## config.mk

```make
export PLATFORM = sky130hd
export DESIGN_NAME = dff_pre_bank_ctrl
export DESIGN_NICKNAME = d
export VERILOG_FILES = /design/src/rtl/dff_pre_bank_ctrl_pkg.sv /design/src/rtl/dff_pre_bank_ctrl_rr_arb2.sv /design/src/rtl/dff_pre_bank_ctrl.sv
export SDC_FILE = /design/constraint.sdc
export NUM_CORES = 1
export LEC_CHECK = 0
export ABC_AREA = 1
export CORE_MARGIN = 8
export CORE_UTILIZATION = 37
export CTS_CLUSTER_DIAMETER = 40
export DETAILED_ROUTE_END_ITERATION = 8
export PLACE_DENSITY = 0.83
export SLEW_MARGIN = 20
export SYNTH_ARGS = -nofsm -noshare
export SYNTH_HDL_FRONTEND = slang
export SYNTH_SLANG_ARGS = --single-unit
```

## constraint.sdc

```tcl
create_clock -name Clk -period 3.9 [get_ports Clk]
set_input_delay 1.17 -clock Clk [delete_from_list [all_inputs] [get_ports Clk]]
set_output_delay 1.17 -clock Clk [all_outputs]
set_load 0.01 [all_outputs]
```

## src/rtl/dff_pre_bank_ctrl_pkg.sv

```systemverilog
// dff_pre_bank_pkg
//   Shared definitions for the preset-capable register bank controller:
//   controller state encoding, INIT counter width and requester indices.
package dff_pre_bank_pkg;

  // Wide enough for INIT_CYCLES up to 15.
  localparam int unsigned INIT_CNT_W = 4;

  // Bit positions of the two write requesters in packed req/grant vectors.
  localparam int unsigned REQ0 = 0;
  localparam int unsigned REQ1 = 1;

  typedef enum logic [1:0] {
    S_INIT   = 2'd0,
    S_IDLE   = 2'd1,
    S_WRITE  = 2'd2,
    S_PRESET = 2'd3
  } state_t;

endpackage

```

## src/rtl/dff_pre_bank_ctrl_rr_arb2.sv

```systemverilog
// rr_arb2
//   Two-way round-robin arbiter. On a tie the requester named by the
//   internal pointer wins. When upd is high the pointer moves to the
//   requester that did not win, so the loser of this round wins the next tie.
// Ports:
//   clk, rst_n  clock, asynchronous active-low reset (pointer resets to 0)
//   req[1:0]    requests, bit REQ0 / REQ1
//   upd         a grant is being issued this cycle; advance the pointer
//   win[1:0]    one-hot winner (all zero when nothing is requested)
module rr_arb2
  import dff_pre_bank_pkg::*;
(
  input  logic       clk,
  input  logic       rst_n,
  input  logic [1:0] req,
  input  logic       upd,
  output logic [1:0] win
);

  logic ptr;
  logic ptr_nxt;

  always_comb begin
    win = req;
    if (&req) begin
      win = ptr ? 2'b10 : 2'b01;
    end
  end

  // Winner 0 hands the tie-break to requester 1 and vice versa.
  always_comb begin
    ptr_nxt = ptr;
    if (upd) begin
      ptr_nxt = win[REQ0];
    end
  end

  always_ff @(posedge clk or negedge rst_n) begin
    if (!rst_n) begin
      ptr <= 1'b0;
    end else begin
      ptr <= ptr_nxt;
    end
  end

endmodule

```

## src/rtl/dff_pre_bank_ctrl.sv

```systemverilog
// dff_pre_bank_ctrl
//   Sequencer for a WIDTH-bit bank of preset-capable D flipflops that capture
//   on every rising Clk edge. Supplies every bank D bit: hold (BankQ fed
//   back), write data from one of two round-robin arbitrated requesters, or
//   zero during INIT while BankPreset_n forces the bank to all ones.
// Ports:
//   Clk           clock, rising edge
//   _Reset        asynchronous active-low reset
//   Req0/Data0    requester 0 write request and data
//   Req1/Data1    requester 1 write request and data
//   PresetReq     preset the bank to all ones (sampled in IDLE)
//   BankQ         bank Q outputs (hold feedback)
//   BankD         bank D inputs
//   BankPreset_n  bank preset, active low
//   Gnt0/Gnt1     one-cycle write grants
//   Busy          high in every state except IDLE
module dff_pre_bank_ctrl
  import dff_pre_bank_pkg::*;
#(
  parameter int unsigned WIDTH       = 8,
  parameter int unsigned INIT_CYCLES = 2
) (
  input  logic             Clk,
  input  logic             _Reset,
  input  logic             Req0,
  input  logic [WIDTH-1:0] Data0,
  input  logic             Req1,
  input  logic [WIDTH-1:0] Data1,
  input  logic             PresetReq,
  input  logic [WIDTH-1:0] BankQ,
  output logic [WIDTH-1:0] BankD,
  output logic             BankPreset_n,
  output logic             Gnt0,
  output logic             Gnt1,
  output logic             Busy
);

  localparam logic [INIT_CNT_W-1:0] INIT_LAST = INIT_CNT_W'(INIT_CYCLES - 1);

  state_t                state;
  state_t                state_nxt;
  logic [INIT_CNT_W-1:0] init_cnt;
  logic [1:0]            req;
  logic [1:0]            win;
  logic                  arb_upd;
  logic [1:0]            gnt_nxt;
  logic                  gnt0_q;
  logic                  gnt1_q;

  assign req = {Req1, Req0};

  rr_arb2 u_arb (
    .clk   (Clk),
    .rst_n (_Reset),
    .req   (req),
    .upd   (arb_upd),
    .win   (win)
  );

  // Grants are computed alongside the IDLE->WRITE decision and registered,
  // so they are valid exactly for the WRITE cycle and free of glitches.
  always_comb begin
    state_nxt = state;
    arb_upd   = 1'b0;
    gnt_nxt   = '0;
    case (state)
      S_INIT: begin
        if (init_cnt == INIT_LAST) begin
          state_nxt = S_IDLE;
        end
      end
      S_IDLE: begin
        if (PresetReq) begin
          state_nxt = S_PRESET;
        end else if (|req) begin
          state_nxt = S_WRITE;
          arb_upd   = 1'b1;
          gnt_nxt   = win;
        end
      end
      S_WRITE, S_PRESET: begin
        state_nxt = S_IDLE;
      end
      default: begin
        state_nxt = S_INIT;
      end
    endcase
  end

  always_ff @(posedge Clk or negedge _Reset) begin
    if (!_Reset) begin
      state    <= S_INIT;
      init_cnt <= '0;
      gnt0_q   <= 1'b0;
      gnt1_q   <= 1'b0;
    end else begin
      state    <= state_nxt;
      init_cnt <= (state == S_INIT) ? init_cnt + 1'b1 : '0;
      gnt0_q   <= gnt_nxt[REQ0];
      gnt1_q   <= gnt_nxt[REQ1];
    end
  end

  assign Gnt0         = gnt0_q;
  assign Gnt1         = gnt1_q;
  assign Busy         = (state != S_IDLE);
  assign BankPreset_n = !((state == S_INIT) || (state == S_PRESET));

  // In WRITE exactly one grant register is set; it selects the data source.
  always_comb begin
    BankD = BankQ;
    case (state)
      S_INIT:  BankD = '0;
      S_WRITE: BankD = gnt1_q ? Data1 : Data0;
      default: BankD = BankQ;
    endcase
  end

endmodule

```

# Yosys cells after proc, flatten, opt, wreduce, memory -nomap -nowiden
# Cells that the tools add are included.
# W data, S select, Z words.
# word_totals
reg_bits,9
latchBits,0
ramBits,0
mem_bits_ro,0
n_memories,0
# classes
addsub,1
n_mul,0
div,0
magnitude_cmp,0
n_eq_ne,7
n_shift,0
mux,15
n_bitwise,0
n_reduce_logical,7
# ops
op,count
$mux W2,8
$pmux W8 S2,1
$mux W8,1
$pmux W2 S3,1
$add A4 B1 Y4 const B,1
$eq A2 B2 Y1 const B,2
$eq A4 B1 Y1 const B,1
$mux W4,1
$reduce_and A2 Y1,2
$reduce_or A2 Y1,2
$mux W1,3
$ne A3 B3 Y1 const B,1
$eq A2 B1 Y1 const B,1
$logic_not A2 Y1,1
$ne A2 B1 Y1 const B,1
$ne A2 B2 Y1 const B,1
$logic_not A1 Y1,1
$logic_or A1 B1 Y1,1

# Logic depth before layout (Yosys ltp)
# Gate-level depths: netlist (run 1).
# logic_depth
ltp_word,5
ltp_mapped,7

# Modules after synthesis
# Synthesis (run 1) repeated with hierarchy kept, for this count alone.
# unflattened
cells_unflattened,88
hier_area_um2,628.1
# by_module_without_submodules
module,n_inst,cells_each,area_per_inst_um2,seq_area_each_um2
dff_pre_bank_ctrl,1,79,565.5,200.2
rr_arb2,1,9,62.6,25.0

# Least setup slack after synthesis (run 1)
# Ideal clock, no wire load.
# synth_path
path_type,in2out
start,in Data0[7]
end,out BankD[7]
arrival_ns,1.441
t_required_ns,2.730
slack_ns,1.289
cell_stages,2
path_buffers,0
path_cell_list,o21ai_0 > o22ai_1
# synth_via
elab_chain_len,2
# synth_rtl
item,line_no,source
start: declaration,dff_pre_bank_ctrl.sv:26,"input logic [WIDTH-1:0] Data0,"
$mux W8,dff_pre_bank_ctrl.sv:114,S_WRITE: BankD = gnt1_q ? Data1 : Data0;
$pmux W8 S2,dff_pre_bank_ctrl.sv:112,case (state)
end: declaration,dff_pre_bank_ctrl.sv:31,"output logic [WIDTH-1:0] BankD,"
# Every way passes these cells.

# Final worst setup path (run 1)
# Ends and elaborated chain as after synthesis.

==> impl_metrics.yaml, run 1 <==
run_status:
  status: "completed"
sta:
  period_share_pct: 91.54
  setup_tns_ns: 0
  fmax_mhz: 280.1
  finalHoldViolations: 0
  worst_pin_slew_ns: 0.4727
  rsz0062_at_grt: "no"
  drv_slew: 0
  fin_ws_ns: 0.3298
  slew_headroom_pct: 68.49
  fin_crit_ns: 3.570
  worst_clock_skew_ns: 0.004104
  setup_viol: 0
critical_path:
  rrSetupSlack_ns: 2.71
  timing.rr.start: "state[1]$_DFFE_PN0P_"
  cp_max_fo: 1
  end_kind: "output pin"
  critPathRequiredTime_ns: 2.73
  startpoint_type: "primary input"
  regToRegEndpoint: "u_arb.ptr$_DFFE_PN0P_"
  reg2reg_depth: 5
  crit_arrival_ns: 2.40
  crit_type: "primary input to output pin"
power_and_ir_drop:
  sw_frac_of_total_pct: 38.19
  combPwrFrac_pct: 60.8
  internal_power_uw: 328.5
  irDropWorstVdd_mv: 0.3677
  powerDensity_nw_per_um2: 510.5
  leakagePower_uw: 0.0004919
  power.switching_uw: 203.0
  clkPwrFrac_pct: 13.1
  power_frac_seq_pct: 26.2
synth:
  ys_seq_area_share_pct: 37.19
  syn_area_sq_um: 605.6
  synth.distinct_cells: 14
  avgSynthCellArea_sq_um: 7.296
  synth_warnings: 0
  syn_nets: 117
  syn_inst: 83
  ys_ff_latch: 9
route:
  drt_iter0_drc: 31
  drc_errors: 0
  viasPerCell: 4.944
  drt_wl_total_microns: 1896
  dr_total_vias: 702
  wl_per_cell_microns: 13.35
  antenna_left: 0
  first_pass_iters: 4
finish:
  fillerInstances: 126
  syn2layout_area_growth_pct: 71.90
  seqCellArea_sq_um: 225.2
  diodes: 0
  drive_above_1_share_pct: 2.381
  final_nets: 161
  multiInputGateArea_sq_um: 305.3
die:
  die_area_sq_um: 3187
  core_sq_um: 1524
  ioPinCount: 41
  rows: 14
  die_w_microns: 56.46
  die_y_microns: 56.46
  initial_utilization_pct: 39.74
clock_network:
  cts_repair_resize_count: 0
  hold_buffers: 0
  cts_made_buffers: 3
  clock_latency_ns: 0.25
  clk_pin_slew_worst_paths_ns: 0.06
  clockBufferDepth: 2
  clock-sinks: 9
  cts_max_level: 1
  cts_tree: "yes"
  cts-root-buf: "clkbuf_4"
  cts_setup_buffers: 0
global_route:
  grt_overflow_total: 0
  grt_usage_pct: 11.82
  antenna_found_initial: 0
  grt_max_degree: 11
  grt_pass1_vias: 669
  grt_first_pass_wirelength_microns: 3125
hold_path:
  worstHoldPathCells: 1
  min_to: "init_cnt[0]$_DFF_PN0_"
  hp-start: "init_cnt[0]$_DFF_PN0_"
  hp-class: "register to register"
placed_design:
  detailed_place_hpwl_microns: 1611
  dpl_worst_slack_ns: 0.3354
  gp_congestion: 0.7292
  portBuffers: 40
run:
  drv_cap: 0
-- metal layers --
layer | up-vias | track usage, % | share of wire [%]
met5 | - | 0 | 0
li1 | 351 | - | -
met1 | 306 | 16.10 | 49
met3 | 0 | 6.292 | 12
met2 | 45 | 16.46 | 39
met4 | 0 | 1.031 | 0
-- how the worst max path moves through the flow --
stage	start	end
3_5_place_dp	Data0[7]	BankD[7]
4_1_cts	Data0[7]	BankD[7]
3_3_place_gp	Data0[7]	BankD[7]
2_1_floorplan	Data0[7]	BankD[7]
6_report	Data0[7]	BankD[7]
5_1_grt	Data0[4]	BankD[4]
-- cell type report --
cell class              count  share of cell area (%)
repair buffers             40                   38.46
multi-input cells          56                   29.33
flip-flops and latches      9                   21.63
inverters                  17                   6.130
clock buffers               4                   2.524
well taps                  16                   1.923
-- synth_stat cells --
cell	instances	area, sq um
a21oi_1	1	5.000
buf_6	1	11.26
dfrtp_1	9	225.2
ha_1	5	62.56
inv_1	17	63.81
nand2_1	9	33.78
nand3_1	3	15.01
nor2_1	16	60.06
nor3_1	1	5.000
o21ai_0	10	50.05
o22ai_1	8	50.05
or2_0	1	6.260
xnor2_1	1	8.760
xor2_1	1	8.760
-- power by group through the flow --
stage | Clock, uW | Combinational (uW) | Sequential (uW)
floorplan | 0 | 170 | 137
detailed placement | 0 | 325 | 141
global route | 77.9 | 357 | 142
global placement | 0 | 318 | 139
CTS | 71.3 | 326 | 139
finish | 69.4 | 323 | 139
-- metrics by stage --
step	utilization (%)	cell area, sq um	total power (uW)	hold slack [ns]	instances
6_report	68.31	1041	531.5	0.4923	142
5_1_grt	68.31	1041	577.3	0.5296	142
4_1_cts	68.31	1041	536.4	0.4939	142
3_5_place_dp	66.58	1015	465.8	0.4863	138
3_3_place_gp	66.58	1015	457.1	0.4769	138
2_1_floorplan	-	605.6	307.1	0.4579	83
-- cells in the final DEF, fill, tap and decap left out --
| master | synthesis | routed |
|---|---|---|
| xnor2_1 | 1 | 1 |
| dfrtp_1 | 9 | 9 |
| clkdlybuf4s50_1 | 0 | 40 |
| nand3_1 | 3 | 3 |
| nand2_1 | 9 | 9 |
| o22ai_1 | 8 | 8 |
| clkbuf_1 | 0 | 1 |
| o21ai_0 | 10 | 10 |
| inv_1 | 17 | 17 |
| nor2_1 | 16 | 16 |
| or2_0 | 1 | 1 |
| ha_1 | 5 | 5 |
| a21oi_1 | 1 | 1 |
| nor3_1 | 1 | 1 |
| xor2_1 | 1 | 1 |
| clkbuf_4 | 0 | 3 |
-- registers in the layout, indices dropped and copies added, names as in the netlist --
name	count
init_cnt	4
state	2
Gnt0	1
Gnt1	1
u_arb.ptr	1
-- critical path: stages --
cell and delay (ns):
clkdlybuf4s50_1 0.46, o21ai_0 0.08, o22ai_1 0.13, clkdlybuf4s50_1 0.56
-- cell families after synthesis --
kind of cell	synth area share [%]
xor+xnor	2.893
simple gates	19.83
flops	37.19
fa+ha+maj	10.33
compound gates	17.36
buf+inv	12.40
Note: power is estimated with default switching activity, not from simulation.
==> inputs of run 2 (changes only) <==
- CTS_CLUSTER_DIAMETER: 40 -> 80
- SETUP_SLACK_MARGIN: default -> 0.3
==> run 2 against run 1 <==
Core utilization increased by 1.3 points; via count fell by 1.0%; die area unchanged; register-to-register slack about the same; sequential power hardly changed; fmax up 12%; sequential share of layout area fell by 0.41 points; first-iteration DRC count fell by 26%; highest routed layer unchanged.
==> impl_metrics.yaml, run 2 (synthesis results as in run 1) <==
run_status:
  status: "completed"
sta:
  drv_slew: 0
  slew_headroom_pct: 68.63
  period_share_pct: 81.72
  fin_crit_ns: 3.187
  setup_viol: 0
  finalHoldViolations: 0
  worst_clock_skew_ns: 0.002764
  worst_pin_slew_ns: 0.4705
  fmax_mhz: 313.8
  rsz0062_at_grt: "no"
  setup_tns_ns: 0
critical_path:
  critPathRequiredTime_ns: 2.73
  rrSetupSlack_ns: 2.71
  cp_max_fo: 1
  cp_cell_sequence: "clkdlybuf4s50_1 > o21ai_0 > o22ai_1 > dlymetal6s2s_1"
  slowest_delay_ns: 0.46
  end_kind: "output pin"
  timing.critical_path.max_delay_family: "buffers and inverters"
  crit_arrival_ns: 2.02
  startpoint_type: "primary input"
  crit_type: "primary input to output pin"
  crit_buf_inv: 2
  cpMaxStageDelayCell: "clkdlybuf4s50_1"
die:
  initial_utilization_pct: 39.74
  die_w_microns: 56.46
  die_y_microns: 56.46
  core_sq_um: 1524
  die_area_sq_um: 3187
  rows: 14
  ioPinCount: 41
finish:
  regMostFlops: "init_cnt"
  stdcell_count: 142
  reg.largest.list: "init_cnt: 4 flops, state: 2 flops"
  mostFrequentLayoutCell: "clkdlybuf4s50_1"
  diodes: 0
  syn2layout_area_growth_pct: 75.21
  fillerInstances: 121
  final_cell_mix: "clkdlybuf4s50_1 (32), inv_1 (17), nor2_1 (16)"
  largest_reg_flops: 4
  final_nets: 161
  drive_above_1_share_pct: 2.381
clock_network:
  clockBufferDepth: 2
  cts_made_buffers: 3
  clock-sinks: 9
  clock_latency_ns: 0.25
  cts-root-buf: "clkbuf_4"
  hold_buffers: 0
  cts_setup_buffers: 0
  cts_tree: "yes"
  cts_max_level: 1
  clk_pin_slew_worst_paths_ns: 0.06
global_route:
  grt_first_pass_wirelength_microns: 3125
  grt_max_degree: 11
  grt_usage_pct: 11.82
  grt_overflow_total: 0
  antenna_found_initial: 0
  grt_pass1_vias: 669
route:
  viasPerCell: 4.894
  dr_total_vias: 695
  first_pass_iters: 4
  drt_iter0_drc: 23
  drt_wl_total_microns: 1900
  wl_per_cell_microns: 13.38
  antenna_left: 0
  drc_errors: 0
power_and_ir_drop:
  powerDensity_nw_per_um2: 491.5
  leakagePower_uw: 0.0005798
  irDropWorstVdd_mv: 0.3645
placed_design:
  detailed_place_hpwl_microns: 1611
  gp_congestion: 0.7292
  portBuffers: 40
  dp.cells: 138
run:
  drv_cap: 0
hold_path:
  hp-class: "register to register"
run 2: cell types whose count changed in the layout (fill, tap and decap cells not counted):
cell             before  now
dlymetal6s2s_1        0    8
clkdlybuf4s50_1      40   32
run 2: metrics by stage:
stage          worst slack [ns]  area, sq um  hold WS, ns  total power (uW)  utilization (%)
5_1_grt                  0.6280         1061       0.5296             565.6            69.62
2_1_floorplan             1.289        605.6       0.4579             307.1                -
4_1_cts                  0.3300         1041       0.4939             536.4            68.31
3_3_place_gp             0.3478         1015       0.4769             457.1            66.58
3_5_place_dp             0.3354         1015       0.4863             465.8            66.58
6_report                 0.7127         1061       0.4925             521.5            69.62
run 2: report_power, final:
| group | switching (uW) | leakage (uW) | internal, uW |
|---|---|---|---|
| sequential | 20.6 | 0.000117 | 118 |
| clock | 30.1 | 0.0000150 | 39.3 |
| combinational | 152 | 0.000448 | 162 |
run 2: per-layer routing:
layer	GRT usage (%)	vias up	wire length, microns
met5	0	-	0
met4	1.031	0	0
met3	6.292	0	245
met2	16.46	45	726
met1	16.10	299	929
li1	-	351	-
run 2: worst paths after layout:
kind                                             from                     to  cells after the start
worst min register to register  init_cnt[0]$_DFF_PN0_  init_cnt[0]$_DFF_PN0_                      1
worst max register to register   state[1]$_DFFE_PN0P_  u_arb.ptr$_DFFE_PN0P_                      5
min in group asynchronous                      _Reset  u_arb.ptr$_DFFE_PN0P_                      1
worst min-delay path            init_cnt[0]$_DFF_PN0_  init_cnt[0]$_DFF_PN0_                      1
worst max-delay path                         Data0[3]               BankD[3]                      4
max in group asynchronous                      _Reset  init_cnt[3]$_DFF_PN0_                      1
run 2: timing repair:
item                       4_1_cts  5_1_grt
hold endpoints to repair         0        0
gates resized for setup          0        8
setup endpoints to repair        0        8
run 2: cell type report:
cell class | count | area (sq um) | area share [%]
timing repair buffer | 40 | 420.4 | 39.62
multi-input combinational | 56 | 305.3 | 28.77
sequential | 9 | 225.2 | 21.23
inverter | 17 | 63.81 | 6.014
clock buffer | 4 | 26.28 | 2.476
tap | 16 | 20.02 | 1.887
==> inputs of run 3 (changes only) <==
- CORE_UTILIZATION: 37 -> 31
- PLACE_DENSITY: 0.83 -> 0.74
- clock period: 3.9 -> 2.63 ns (I/O delays scaled with it)
==> run 3 against run 2 <==
Via count is 5.6% higher; sequential share of layout area is 0.91 points lower; non-clock buffer count is 5 higher; worst setup slack worse by 0.43 ns; clock power is 46% higher; hold slack better by 0.011 ns; clock skew is 0.0014 ns higher; sequential power is 52% higher; final cell count is 11% higher.
==> impl_metrics.yaml, run 3 (synthesis results as in run 1) <==
route:
  first_pass_iters: 2
  drt_wl_total_microns: 1963
  dr_total_vias: 734
  antenna_left: 0
  wl_per_cell_microns: 12.42
  viasPerCell: 4.646
  drc_errors: 0
  drt_iter0_drc: 15
sta:
  rsz0062_at_grt: "yes"
  fin_ws_ns: 0.2836
  fin_crit_ns: 2.346
  worst_clock_skew_ns: 0.004120
  period_share_pct: 89.22
  drv_slew: 0
  setup_viol: 0
  worst_pin_slew_ns: 0.3850
  holdWs_ns: 0.5035
  finalHoldViolations: 0
  fmax_mhz: 426.2
  slew_headroom_pct: 74.26
die:
  ioPinCount: 41
  core_sq_um: 1902
  die_y_microns: 60.20
  initial_utilization_pct: 31.84
  rows: 16
  die_w_microns: 60.20
  die_area_sq_um: 3624
clock_network:
  clock_latency_ns: 0.25
  clockBufferDepth: 2
  clk_pin_slew_worst_paths_ns: 0.05
  cts_tree: "yes"
  clock-sinks: 9
  cts_made_buffers: 3
  cts_max_level: 1
  cts-root-buf: "clkbuf_4"
finish:
  mostFrequentLayoutCell: "nor2_1"
  largest_reg_flops: 4
  final_cell_mix: "nor2_1 (16), dlygate4sd2_1 (15), inv_1 (14)"
  reg.largest.list: "init_cnt: 4 flops, state: 2 flops"
  diodes: 0
  regMostFlops: "init_cnt"
  drive_above_1_share_pct: 24.43
  final_nets: 166
  syn2layout_area_growth_pct: 84.09
  stdcell_count: 158
  postLayoutCellArea_sq_um: 1115
critical_path:
  crit_type: "primary input to output pin"
  cp_max_fo: 1
  critPathRequiredTime_ns: 1.84
  end_kind: "output pin"
  startpoint_type: "primary input"
  crit_arrival_ns: 1.56
placed_design:
  post_dp_cell_area_sq_um: 1044
  dp.cells: 151
  dpl_worst_slack_ns: -0.1954
  gp_congestion: 0.8295
  detailed_place_hpwl_microns: 1603
  portBuffers: 40
power_and_ir_drop:
  power_frac_seq_pct: 25.5
  leakagePower_uw: 0.0006033
  irDropWorstVdd_mv: 0.4323
  clkPwrFrac_pct: 12.2
  powerDensity_nw_per_um2: 742.5
  internal_power_uw: 494.5
  combPwrFrac_pct: 62.3
  sw_frac_of_total_pct: 40.26
  power.switching_uw: 333.3
  total_power_uw: 827.7
global_route:
  grt_usage_pct: 11.10
  grt_first_pass_wirelength_microns: 3077
  grt_overflow_total: 0
  antenna_found_initial: 0
  grt_pass1_vias: 730
  grt_max_degree: 11
run:
  drv_cap: 0
hold_path:
  hp-class: "register to register"
run_status:
  status: "completed"
-- run 3: changes by cell type in the layout (fill, tap and decap cells not counted), sizes merged --
| cell | before | now |
|---|---|---|
| dlymetal6s2s | 8 | 6 |
| clkdlybuf4s50 | 32 | 11 |
| buf | 0 | 13 |
| dlygate4sd2 | 0 | 15 |
-- run 3: power groups by stage --
| stage | clock network, uW | logic [uW] | registers (uW) |
|---|---|---|---|
| global route | 115 | 575 | 217 |
| CTS | 107 | 466 | 207 |
| detailed placement | 0 | 493 | 208 |
| floorplan | 0 | 252 | 203 |
| global placement | 0 | 484 | 206 |
| finish | 101 | 516 | 211 |
-- run 3: what timing repair did --
| action | in CTS | in global routing |
|---|---|---|
| setup buffers | 0 | 3 |
| hold buffers | 0 | 0 |
| resized for setup | 58 | 21 |
| pin swaps | 13 | 8 |
| cloned | 0 | 0 |
| setup endpoints to repair | 8 | 10 |
-- run 3: metrics by stage --
| stage | setup TNS, ns | utilization [%] |
|---|---|---|
| after floorplan | 0 | - |
| after global placement | -1.259 | 54.87 |
| after detailed placement | -1.314 | 54.87 |
| after CTS | 0 | 54.41 |
| after global routing | 0 | 58.62 |
| final | 0 | 58.62 |
-- run 3: routing by layer --
layer / track usage, % / share of wire (%)
met1: 11.76 / 46
met2: 18.29 / 40
met3: 6.237 / 14
met4: 3.061 / 0
met5: 0 / 0
-- run 3: path summary, 6_finish.rpt --
path | endpoint | start | slack [ns] | cells past startpoint
worst max-delay path | BankD[0] | Data0[0] | 0.28 | 4
worst min-delay path | init_cnt[0]$_DFF_PN0_ | init_cnt[0]$_DFF_PN0_ | 0.50 | 1
worst max register to register | u_arb.ptr$_DFFE_PN0P_ | state[1]$_DFFE_PN0P_ | 1.33 | 6
worst min register to register | init_cnt[0]$_DFF_PN0_ | init_cnt[0]$_DFF_PN0_ | 0.50 | 1
max in group asynchronous | Gnt1$_DFF_PN0_ | _Reset | 1.51 | 1
min in group asynchronous | init_cnt[2]$_DFF_PN0_ | _Reset | 0.82 | 1
-- run 3: critical path, cell delays in order --
cell and delay (ns):
clkdlybuf4s50_1 0.40, o21ai_1 0.15, o22ai_2 0.08, buf_2 0.14
-- run 3: area by class of cell --
| cell class | count | area, sq um |
|---|---|---|
| Fill cell | 173 | 787.0 |
| Timing Repair Buffer | 45 | 394.1 |
| Multi-Input combinational cell | 56 | 370.4 |
| Sequential cell | 9 | 226.5 |
| Inverter | 17 | 63.81 |
| Tap cell | 27 | 33.78 |
| Clock buffer | 4 | 26.28 |
